**config.mk**
```make
export PLATFORM = sky130hd
export DESIGN_NAME = cache_set_ctrl
export DESIGN_NICKNAME = d
export VERILOG_FILES = /design/src/rtl/cache_set_ctrl.sv
export SDC_FILE = /design/constraint.sdc
export NUM_CORES = 1
export LEC_CHECK = 0
export BUFFER_PORTS_ARGS = -buffer_cell sky130_fd_sc_hd__buf_2
export CORE_MARGIN = 2
export CORE_UTILIZATION = 42
export CTS_BUF_LIST = sky130_fd_sc_hd__clkbuf_4 sky130_fd_sc_hd__clkbuf_8 sky130_fd_sc_hd__clkbuf_16
export DETAILED_ROUTE_END_ITERATION = 6
export PLACE_DENSITY = 0.77
export SETUP_SLACK_MARGIN = 0.3
export SYNTH_ARGS = -nofsm -noshare
export SYNTH_HDL_FRONTEND = slang
export SYNTH_SLANG_ARGS = --single-unit
```
**constraint.sdc**
```tcl
create_clock -name clk -period 1.55 [get_ports clk]
set_input_delay 0.155 -clock clk [delete_from_list [all_inputs] [get_ports clk]]
set_output_delay 0.155 -clock clk [all_outputs]
set_load 0.01 [all_outputs]
```
**src/rtl/cache_set_ctrl.sv**
```systemverilog
// Request-side controller for a 4-way set: lookup, LRU victim choice, refill and write-through.
// Optional hit/miss statistics counters are enabled by defining CACHE_CTRL_STATS_EN.
module cache_set_ctrl #(
  parameter int ADDR_W = 32,
  parameter int DATA_W = 8,
  parameter int STAT_W = 16
) (
  input  logic              clk,
  input  logic              rst_b,
  input  logic              cpu_req_valid,
  output logic              cpu_req_ready,
  input  logic              cpu_req_we,
  input  logic [ADDR_W-1:0] cpu_req_addr,
  input  logic [DATA_W-1:0] cpu_req_wdata,
  output logic              cpu_resp_valid,
  output logic [DATA_W-1:0] cpu_resp_rdata,
  output logic              cpu_resp_hit,
  output logic [ADDR_W-1:0] set_addr,
  output logic              set_try_read,
  output logic              set_try_write,
  output logic [3:0]        set_way_sel,
  output logic [DATA_W-1:0] set_write_data,
  output logic [3:0]        set_reset_age,
  output logic [3:0]        set_increment_age,
  input  logic [DATA_W-1:0] set_data,
  input  logic [7:0]        set_ages,
  input  logic              set_hit_miss,
  input  logic [3:0]        set_hit_miss_set,
  output logic              mem_req_valid,
  input  logic              mem_req_ready,
  output logic              mem_req_we,
  output logic [ADDR_W-1:0] mem_req_addr,
  output logic [DATA_W-1:0] mem_req_wdata,
  input  logic              mem_resp_valid,
  input  logic [DATA_W-1:0] mem_resp_data
`ifdef CACHE_CTRL_STATS_EN
  ,
  output logic [STAT_W-1:0] stat_hits,
  output logic [STAT_W-1:0] stat_misses
`endif
);

  typedef enum logic [2:0] {
    ST_IDLE     = 3'd0,
    ST_LOOKUP   = 3'd1,
    ST_MEM_REQ  = 3'd2,
    ST_MEM_WAIT = 3'd3,
    ST_FILL     = 3'd4,
    ST_RESP     = 3'd5
  } state_t;

  state_t            state_r, next_state_s;
  logic              ready_r;
  logic              we_r;
  logic [ADDR_W-1:0] addr_r;
  logic [DATA_W-1:0] wdata_r;
  logic              hit_r;
  logic [3:0]        hit_way_r;
  logic [DATA_W-1:0] set_data_r;
  logic [3:0]        victim_r;
  logic [DATA_W-1:0] mem_data_r;
  logic              accept_s;
  logic [3:0]        fill_way_s;

  // Oldest way wins; strict compare keeps the lowest index on ties.
  function automatic logic [3:0] pick_victim(input logic [7:0] ages);
    logic [1:0] best;
    logic [3:0] sel;
    best = ages[1:0];
    sel  = 4'b0001;
    for (int k = 1; k < 4; k++) begin
      if (ages[2*k +: 2] > best) begin
        best = ages[2*k +: 2];
        sel  = 4'b0001 << k;
      end else begin
        best = best;
        sel  = sel;
      end
    end
    return sel;
  endfunction

  assign accept_s   = (state_r == ST_IDLE) && ready_r && cpu_req_valid;
  assign fill_way_s = we_r ? hit_way_r : victim_r;

  // State register; ready is registered so it stays low while reset is held.
  always_ff @(posedge clk or negedge rst_b) begin
    if (!rst_b) begin
      state_r <= ST_IDLE;
      ready_r <= 1'b0;
    end else begin
      state_r <= next_state_s;
      ready_r <= (next_state_s == ST_IDLE);
    end
  end

  // Next-state decode.
  always_comb begin
    next_state_s = state_r;
    case (state_r)
      ST_IDLE:     if (accept_s) next_state_s = ST_LOOKUP; else next_state_s = ST_IDLE;
      ST_LOOKUP:   if (!we_r && set_hit_miss) next_state_s = ST_RESP; else next_state_s = ST_MEM_REQ;
      ST_MEM_REQ:  if (mem_req_ready) next_state_s = ST_MEM_WAIT; else next_state_s = ST_MEM_REQ;
      ST_MEM_WAIT: begin
        if (mem_resp_valid) begin
          if (!we_r || hit_r) next_state_s = ST_FILL; else next_state_s = ST_RESP;
        end else begin
          next_state_s = ST_MEM_WAIT;
        end
      end
      ST_FILL:     next_state_s = ST_RESP;
      ST_RESP:     next_state_s = ST_IDLE;
      default:     next_state_s = ST_IDLE;
    endcase
  end

  // Request, lookup result and refill data capture.
  always_ff @(posedge clk or negedge rst_b) begin
    if (!rst_b) begin
      we_r       <= 1'b0;
      addr_r     <= {ADDR_W{1'b0}};
      wdata_r    <= {DATA_W{1'b0}};
      hit_r      <= 1'b0;
      hit_way_r  <= 4'b0000;
      set_data_r <= {DATA_W{1'b0}};
      victim_r   <= 4'b0000;
      mem_data_r <= {DATA_W{1'b0}};
    end else begin
      if (accept_s) begin
        we_r    <= cpu_req_we;
        addr_r  <= cpu_req_addr;
        wdata_r <= cpu_req_wdata;
      end
      if (state_r == ST_LOOKUP) begin
        hit_r      <= set_hit_miss;
        hit_way_r  <= set_hit_miss ? set_hit_miss_set : 4'b0000;
        set_data_r <= set_data;
        victim_r   <= pick_victim(set_ages);
      end
      if ((state_r == ST_MEM_WAIT) && mem_resp_valid && !we_r) begin
        mem_data_r <= mem_resp_data;
      end
    end
  end

  assign cpu_req_ready = ready_r;
  assign set_addr      = addr_r;

  // Moore output decode from state and captured registers.
  always_comb begin
    cpu_resp_valid    = 1'b0;
    cpu_resp_rdata    = {DATA_W{1'b0}};
    cpu_resp_hit      = 1'b0;
    set_try_read      = 1'b0;
    set_try_write     = 1'b0;
    set_way_sel       = 4'b0000;
    set_write_data    = {DATA_W{1'b0}};
    set_reset_age     = 4'b0000;
    set_increment_age = 4'b0000;
    mem_req_valid     = 1'b0;
    mem_req_we        = 1'b0;
    mem_req_addr      = {ADDR_W{1'b0}};
    mem_req_wdata     = {DATA_W{1'b0}};
    case (state_r)
      ST_LOOKUP: set_try_read = 1'b1;
      ST_MEM_REQ: begin
        mem_req_valid = 1'b1;
        mem_req_we    = we_r;
        mem_req_addr  = addr_r;
        mem_req_wdata = we_r ? wdata_r : {DATA_W{1'b0}};
      end
      ST_FILL: begin
        set_try_write     = 1'b1;
        set_way_sel       = fill_way_s;
        set_write_data    = we_r ? wdata_r : mem_data_r;
        set_reset_age     = fill_way_s;
        set_increment_age = ~fill_way_s;
      end
      ST_RESP: begin
        cpu_resp_valid = 1'b1;
        cpu_resp_hit   = hit_r;
        if (we_r) begin
          cpu_resp_rdata = {DATA_W{1'b0}};
        end else if (hit_r) begin
          cpu_resp_rdata    = set_data_r;
          set_reset_age     = hit_way_r;
          set_increment_age = ~hit_way_r;
        end else begin
          cpu_resp_rdata = mem_data_r;
        end
      end
      default: cpu_resp_valid = 1'b0;
    endcase
  end

`ifdef CACHE_CTRL_STATS_EN
  // Saturating hit/miss counters, bumped once per response.
  always_ff @(posedge clk or negedge rst_b) begin
    if (!rst_b) begin
      stat_hits   <= {STAT_W{1'b0}};
      stat_misses <= {STAT_W{1'b0}};
    end else if (state_r == ST_RESP) begin
      if (hit_r && (stat_hits != {STAT_W{1'b1}})) begin
        stat_hits <= stat_hits + STAT_W'(1);
      end
      if (!hit_r && (stat_misses != {STAT_W{1'b1}})) begin
        stat_misses <= stat_misses + STAT_W'(1);
      end
    end
  end
`endif

endmodule

```
==> metrics.txt, run 1 <==
Overall Power=13000 µW; max_cap viols=0; part of the cycle the worst path needs=140%; Crit Path Category=primary input to register; post-detailed-routing wire length=12400 µm; number of global-route vias before repair=3360; post-synth top area cell=sky130_fd_sc_hd__dfrtp_1; max-slew violation count=0; fin crit period=2.17 ns; Die Wd=between 90 and 100 µm; worst path arrival time=2.40 ns; area share of the leading cell type in the synthesized netlist=47.4%; detailed-route vias per instance=5.07; biggest cell delay along the critical path=0.27 ns; Pleak=0.00343 µW; number of ports placed on the die boundary=between 150 and 200; Port Buffers=181; combined area of all synthesized cells=between 0.003 and 0.004 mm²; power per cell area=around 1900 mW/mm²; Total Nets Final=651; worst path required time=1.78 ns; dominant synthesized flop cell=sky130_fd_sc_hd__dfrtp_1; Post-Place Cell Area=0.00554 mm²; clk sinks=70; initial cell density of the core=a little over two fifths; RSZ-0062 raised after global routing=true; maximum number of pins on one net before global-route repair=35; first-pass GRT wire length=16700 µm; result of the run=finished, violations left; number of setup violations in the final report=140; Core Area=0.00864 mm²; Worst Setup End Kind=register; post-route cell area=roughly 0.0070 mm²; Net Count, Synth=approximately 400; total via count in the routed design=3453; Crit-path slowest cell=sky130_fd_sc_hd__mux2_4; YS warnings=0; count of unresolved DRC violations after routing=0; average instance area after synthesis=11.4 µm²; maximum resistive drop on vdd=0.000788 V; fraction of final layout cells sized beyond drive strength 1=78.0%; class of the tightest hold or removal check=primary input to register; worst clock skew=0.00971 ns; Synth Register Bits=70; post-layout util=81.5%; H-tree depth=3; Post-Place Setup Slack=-1.07 ns; number of antenna violations at the first check in global routing=0; HPWL reported at the end of detailed placement=around 7500 µm; commonest cells after routing, fill and taps aside=sky130_fd_sc_hd__buf_2, sky130_fd_sc_hd__buf_6, sky130_fd_sc_hd__dfrtp_1; Clk Latency, worst-skew pair=about 0.34 ns; Die Footprint=0.00956 mm²; cell count after synthesis=between 300 and 400; violations in the final reports=setup timing; Achievable Freq=461 MHz; antenna cell count=0; largest buffer count on any clock path=2; violation count after the first detailed-route iteration=53; wire length per cell after detailed routing=18.1 µm; Layout Area Growth over Synthesis=90.6%; overall overflow remaining after global route=0; # fillers=about 470; antenna-violating nets left=0; CP Launch Type=primary input; number of distinct library cell variants in the gate-level netlist after synthesis=43; cell types with the largest area share after synthesis=sky130_fd_sc_hd__dfrtp_1, sky130_fd_sc_hd__mux2_2, sky130_fd_sc_hd__and2_1; GRT Total Usage=~22%; clock buffers created by TritonCTS=9; number of placement rows=34; count of final hold-check violations=0; Tightest Pin Transition=0.463 ns; gpl congestion=between 0.8 and 0.9; cell-by-cell trace of the critical path=buf_6, inv_4, ha_4, o21ba_4, or2_4, a21oi_2, ha_1, nor2b_4, nor2_2, o2bb2ai_2, ha_4, nor2b_4, a2bb2oi_4, mux2_4; Pre-antenna DRT Iters=4; Worst Slack Setup Final=-0.620 ns; ys async rst share=100%; post-synthesis sequential area ratio=between 40% and 50%; worst slew slack as a fraction of its limit=69.2%; number of enable-type register cells in the synthesized netlist=0; worst hold margin=0.0413 ns; TritonCTS clock tree=yes; highest fanout seen on the critical path=4; commonest non-fill, non-tap cell in the layout=sky130_fd_sc_hd__buf_2; Root Driver=sky130_fd_sc_hd__clkbuf_8; Vert. Die Dim=97.8 µm; clock transition at the registers of the reported paths=~0.090 ns
-- worst max-delay path: cells and delay by family --
kind                       cells  cell delay, ns
muxes                          1            0.27
buffers and inverters          2            0.16
AOI/OAI and AO/OA              4            0.64
adders and majority gates      3            0.62
and+or+nand+nor                4            0.55
-- stage by stage --
step | instances | TNS (ns)
after global placement | 625 | -9.12
after detailed placement | 625 | -10.83
after global routing | 681 | -47.09
final | 681 | -38.71
after floorplan | 323 | -5.00
after CTS | 659 | -37.51
-- routing by layer --
metal  global-route usage, %  vias up  part of all wire [%]
li1                        -     1617                     -
met1                    26.8     1691                    39
met2                    39.4      126                    54
met3                    4.44       19                   4.8
met4                    6.41        0                   2.3
met5                       0        -                     0
-- flip-flops by register name, indices dropped and copies added (netlist names) --
signal         count
set_addr          32
victim_r           4
we_r               1
wdata_r            8
set_data_r         8
hit_way_r          4
cpu_req_ready      1
mem_data_r         8
hit_r              1
state_r            3
-- path summary, 6_finish.rpt --
path                                        from       endpoint  slack, ns  cells after the start
min in group asynchronous                  rst_b    set_addr[7]       0.31                      2
worst max register to register        state_r[2]   set_addr[28]      -0.38                      7
worst min register to register     set_data_r[3]  set_data_r[3]       0.52                      1
worst max-delay path                 set_ages[1]    victim_r[3]      -0.62                     14
worst min-delay path            cpu_req_addr[30]   set_addr[30]       0.04                      2
max in group asynchronous                  rst_b     wdata_r[7]       0.68                      3
-- cells in the mapped netlist (2+ instances only) --
cell type	count
sky130_fd_sc_hd__dfrtp_1	70
sky130_fd_sc_hd__mux2_2	55
sky130_fd_sc_hd__and2_1	35
sky130_fd_sc_hd__nor2_1	26
sky130_fd_sc_hd__mux2i_1	20
sky130_fd_sc_hd__nand2_1	12
sky130_fd_sc_hd__clkbuf_1	11
sky130_fd_sc_hd__and3_1	10
sky130_fd_sc_hd__inv_1	10
sky130_fd_sc_hd__ha_1	8
sky130_fd_sc_hd__o21ai_0	7
sky130_fd_sc_hd__nor2b_1	6
sky130_fd_sc_hd__a22o_1	4
sky130_fd_sc_hd__buf_4	4
sky130_fd_sc_hd__mux2_1	4
sky130_fd_sc_hd__o22ai_1	4
sky130_fd_sc_hd__nand2b_1	3
sky130_fd_sc_hd__o41ai_1	3
sky130_fd_sc_hd__or2_2	3
sky130_fd_sc_hd__buf_2	2
sky130_fd_sc_hd__buf_6	2
sky130_fd_sc_hd__o21ba_2	2
sky130_fd_sc_hd__or3b_1	2
-- cells by family (layout without fill, tap and decap cells) --
| family | count (synthesis) | count (layout) | share of synthesized area (%) |
|---|---|---|---|
| compound gates | 29 | 29 | 5.69 |
| xor+xnor | 1 | 1 | 0.237 |
| fa+ha+maj | 8 | 8 | 2.71 |
| buf+inv | 30 | 280 | 4.23 |
| flops | 70 | 70 | 47.4 |
| mux | 79 | 79 | 23.4 |
| simple gates | 106 | 106 | 16.3 |
-- report_power, final --
| group | internal (µW) | switching, µW | total, µW |
|---|---|---|---|
| Sequential | 2750 | 903 | 3650 |
| Combinational | 4650 | 3080 | 7730 |
| Clock | 912 | 739 | 1650 |
-- timing repair --
item / CTS / global route
endpoints found under the hold margin: 32 / 0
buffers inserted: 13 / 16
resized for setup: 33 / 124
cloned: 4 / 6
endpoints found under the setup margin: 143 / 143
hold buffers: 1 / 0
pin swaps: 11 / 30
-- cell type report --
cell class	count	area (µm²)	area share, %
clock buffers	9	124	1.76
clock inverters	7	97.6	1.39
inverters	10	60.1	0.853
multi-input cells	223	2570	36.5
flip-flops and latches	70	1760	25.0
well taps	108	135	1.92
repair buffers	254	2300	32.6
No activity file was read; power rests on OpenSTA's default activity.
==> inputs of run 2 (changes only) <==
--- a/config.mk
+++ b/config.mk
@@ -11,7 +11,6 @@
 export CTS_BUF_LIST = sky130_fd_sc_hd__clkbuf_4 sky130_fd_sc_hd__clkbuf_8 sky130_fd_sc_hd__clkbuf_16
 export DETAILED_ROUTE_END_ITERATION = 6
 export PLACE_DENSITY = 0.77
-export SETUP_SLACK_MARGIN = 0.3
 export SYNTH_ARGS = -nofsm -noshare
 export SYNTH_HDL_FRONTEND = slang
 export SYNTH_SLANG_ARGS = --single-unit
==> run 2 against run 1 <==
  * The flow still finishes with violations (setup timing)
  * Combinational power down 3%
  * Via count increased by 4.9%
  * Fmax decreased by 5.4%
  * Core utilization fell by 2.9 points
  * Clock power fell by 9%
  * Worst hold slack got worse by 0.013 ns
  * Global-route usage grew 5.0 points
==> metrics.txt, run 2 (synthesis results as in run 1) <==
result of the run=finished, violations left (unchanged); violations in the final reports=setup timing (unchanged); worst path required time=1.78 ns (about the same); part of the cycle the worst path needs=148% (was 140%); number of placement rows=34 (unchanged); Crit-path slowest cell=sky130_fd_sc_hd__or2_4 (was sky130_fd_sc_hd__mux2_4); area used by sequential logic in the layout=0.00175 mm² (was 0.00176 mm²); fin crit period=2.29 ns (was 2.17 ns); area of the multi-input gates=0.00244 mm² (was 0.00257 mm²); first-pass GRT wire length=20300 µm (was 16700 µm); worst clock skew=0.0152 ns (was 0.00971 ns); hold path startpoint=cpu_req_addr[4] (was cpu_req_addr[30]); CP Launch Type=primary input (unchanged); cell-by-cell trace of the critical path=buf_12, inv_12, ha_4, o21ba_4, or2_4, a21oi_2, ha_1, o21ba_2, o221ai_2, o2bb2ai_2, ha_2, nor2b_4, a2bb2oi_4, mux2_4 (was buf_6, inv_4, ha_4, o21ba_4, or2_4, a21oi_2, ha_1, nor2b_4, nor2_2, o2bb2ai_2, ha_4, nor2b_4, a2bb2oi_4, mux2_4); number of ports placed on the die boundary=182 (unchanged); Tightest Pin Transition=0.390 ns (was 0.463 ns); max_cap viols=0 (unchanged); count of final hold-check violations=0 (unchanged); post-route cell area=0.00679 mm² (was 0.00704 mm²); cell internal pwr=7970 µW (was 8310 µW); overall overflow remaining after global route=0 (unchanged); Final Instance Count excl. Fillers=682 (was 681); sequential share of power=28.7% (was 28.0%); GRT Total Usage=27.0% (was 22.0%); Clk Latency, worst-skew pair=0.35 ns (was 0.34 ns); power per cell area=1870 mW/mm² (was 1850 mW/mm²); post-detailed-routing wire length=14400 µm (was 12400 µm); Die Footprint=0.00956 mm² (unchanged); r2r endpoint=set_addr[7] (was set_addr[28]); number of global-route vias before repair=3805 (was 3360); critical path launch point=set_ages[3] (was set_ages[1]); Port Buffers=181 (unchanged); proportion of power drawn by combinational gates=59.4% (was 59.3%); Worst Setup End Kind=register (unchanged); RSZ-0062 raised after global routing=true (unchanged); sum of buffers and inverters on the critical path=2 (unchanged); commonest cells after routing, fill and taps aside=sky130_fd_sc_hd__buf_2, sky130_fd_sc_hd__buf_6, sky130_fd_sc_hd__dfrtp_1 (unchanged); startpoint of the worst register-to-register path=state_r[1] (was state_r[2]); Vert. Die Dim=97.8 µm (unchanged); cell depth of the worst setup path=14 (unchanged); Worst Slack Setup Final=-0.743 ns (was -0.620 ns); violation count after the first detailed-route iteration=119 (was 53); flip-flop count of the largest register after layout=32 (unchanged); # fillers=508 (was 466); number of antenna violations at the first check in global routing=1 (was 0); number of cells on the worst reg-to-reg path=7 (unchanged); H-tree depth=3 (unchanged); switching share of power=37.2% (was 36.2%); initial cell density of the core=42.8% (unchanged); commonest non-fill, non-tap cell in the layout=sky130_fd_sc_hd__buf_2 (unchanged); kind of cell adding the most delay to the critical path=compound AO/OA/AOI/OAI gates (unchanged); post-layout util=78.6% (was 81.5%); worst slew slack as a fraction of its limit=74.0% (was 69.2%); HPWL reported at the end of detailed placement=7460 µm (was 7500 µm); Layout Area Growth over Synthesis=83.8% (was 90.6%); fraction of final layout cells sized beyond drive strength 1=75.4% (was 78.0%); slack of the worst reg-to-reg path=-0.36 ns (was -0.38 ns); TritonCTS clock tree=yes (unchanged); Crit Path Category=primary input to register (unchanged); clock share of power=11.8% (was 12.7%); end point of the critical path=victim_r[3] (unchanged); Post-Place Cell Area=0.00514 mm² (was 0.00554 mm²); class of the tightest hold or removal check=primary input to register (unchanged); maximum number of pins on one net before global-route repair=71 (was 35); Pre-antenna DRT Iters=4 (unchanged); Pleak=0.00337 µW (was 0.00343 µW); detailed-route vias per instance=5.31 (was 5.07); power dissipated by switching net loads=4710 µW (was 4720 µW); clock transition at the registers of the reported paths=0.09 ns (about the same); Die Wd=97.8 µm (unchanged); maximum resistive drop on vdd=0.00113 V (was 0.000788 V); Total Nets Final=652 (was 651); antenna-violating nets left=0 (unchanged); Core Area=0.00864 mm² (unchanged); gpl congestion=0.821 (was 0.832); count of unresolved DRC violations after routing=0 (unchanged); largest buffer count on any clock path=2 (unchanged); Root Driver=sky130_fd_sc_hd__clkbuf_8 (unchanged); max-slew violation count=0 (unchanged); total via count in the routed design=3621 (was 3453); clock buffers created by TritonCTS=9 (unchanged); number of setup violations in the final report=137 (was 140); worst path arrival time=2.52 ns (was 2.40 ns); wire length per cell after detailed routing=21.0 µm (was 18.1 µm); clk sinks=70 (unchanged); total placed cells including tap cells=624 (was 625); biggest cell delay along the critical path=0.27 ns (about the same); Achievable Freq=436 MHz (was 461 MHz); highest fanout seen on the critical path=4 (unchanged)
-- run 2: cell count changes in the layout (fill, tap and decap cells not counted), sizes merged --
cell	previous run	this run
buf	248	253
bufinv	2	1
clkbuf	14	12
clkinv	3	4
clkinvlp	2	0
diode	0	1
inv	10	9
-- run 2: power by group through the flow --
stage | Clock (µW) | Combinational [µW] | Sequential, µW
after floorplan | 0 | 3060 | 3530
after global placement | 0 | 4670 | 3480
after detailed placement | 0 | 4810 | 3530
after CTS | 1490 | 7140 | 3540
after global routing | 1580 | 7930 | 3750
final | 1500 | 7530 | 3640
-- run 2: cell type report --
class | count | area share (%)
Tap cell | 108 | 1.99
Inverter | 10 | 0.848
Timing Repair Buffer | 255 | 32.5
Multi-Input combinational cell | 223 | 36.0
Clock buffer | 11 | 2.05
Antenna cell | 1 | 0.0369
Sequential cell | 70 | 25.8
Clock inverter | 4 | 0.719
-- run 2: through the flow --
stage          setup slack, ns  TNS, ns  power (µW)  hold WS, ns
2_1_floorplan           -0.752    -3.81        6590       -0.141
3_3_place_gp             -1.01   -10.79        8150        0.207
3_5_place_dp             -1.10   -11.84        8340        0.208
4_1_cts                 -0.644   -38.49       12200       0.0273
5_1_grt                 -0.810   -50.33       13300       0.0217
6_report                -0.743   -40.84       12700       0.0284
-- run 2: what timing repair did --
item	4_1_cts	5_1_grt
hold buffers	1	0
buffers inserted	36	14
resized for setup	148	103
endpoints found under the setup margin	135	142
gates cloned	11	1
pin swaps	34	32
endpoints found under the hold margin	70	0
-- run 2: worst min-delay path by stage --
stage / endpoint / cells after the start / slack [ns]
floorplan: cpu_req_ready / 0 / -0.14
global placement: set_addr[4] / 2 / 0.21
detailed placement: set_addr[4] / 2 / 0.21
CTS: set_addr[4] / 2 / 0.03
global route: set_addr[11] / 2 / 0.02
finish: set_addr[4] / 2 / 0.03
-- run 2: layer usage --
metal / track usage [%] / wire length [µm] / vias up
met3: 5.65 / 683 / 44
li1: - / - / 1603
met4: 10.3 / 527 / 0
met2: 45.1 / 7580 / 151
met1: 34.7 / 5570 / 1823
met5: 0 / 0 / -
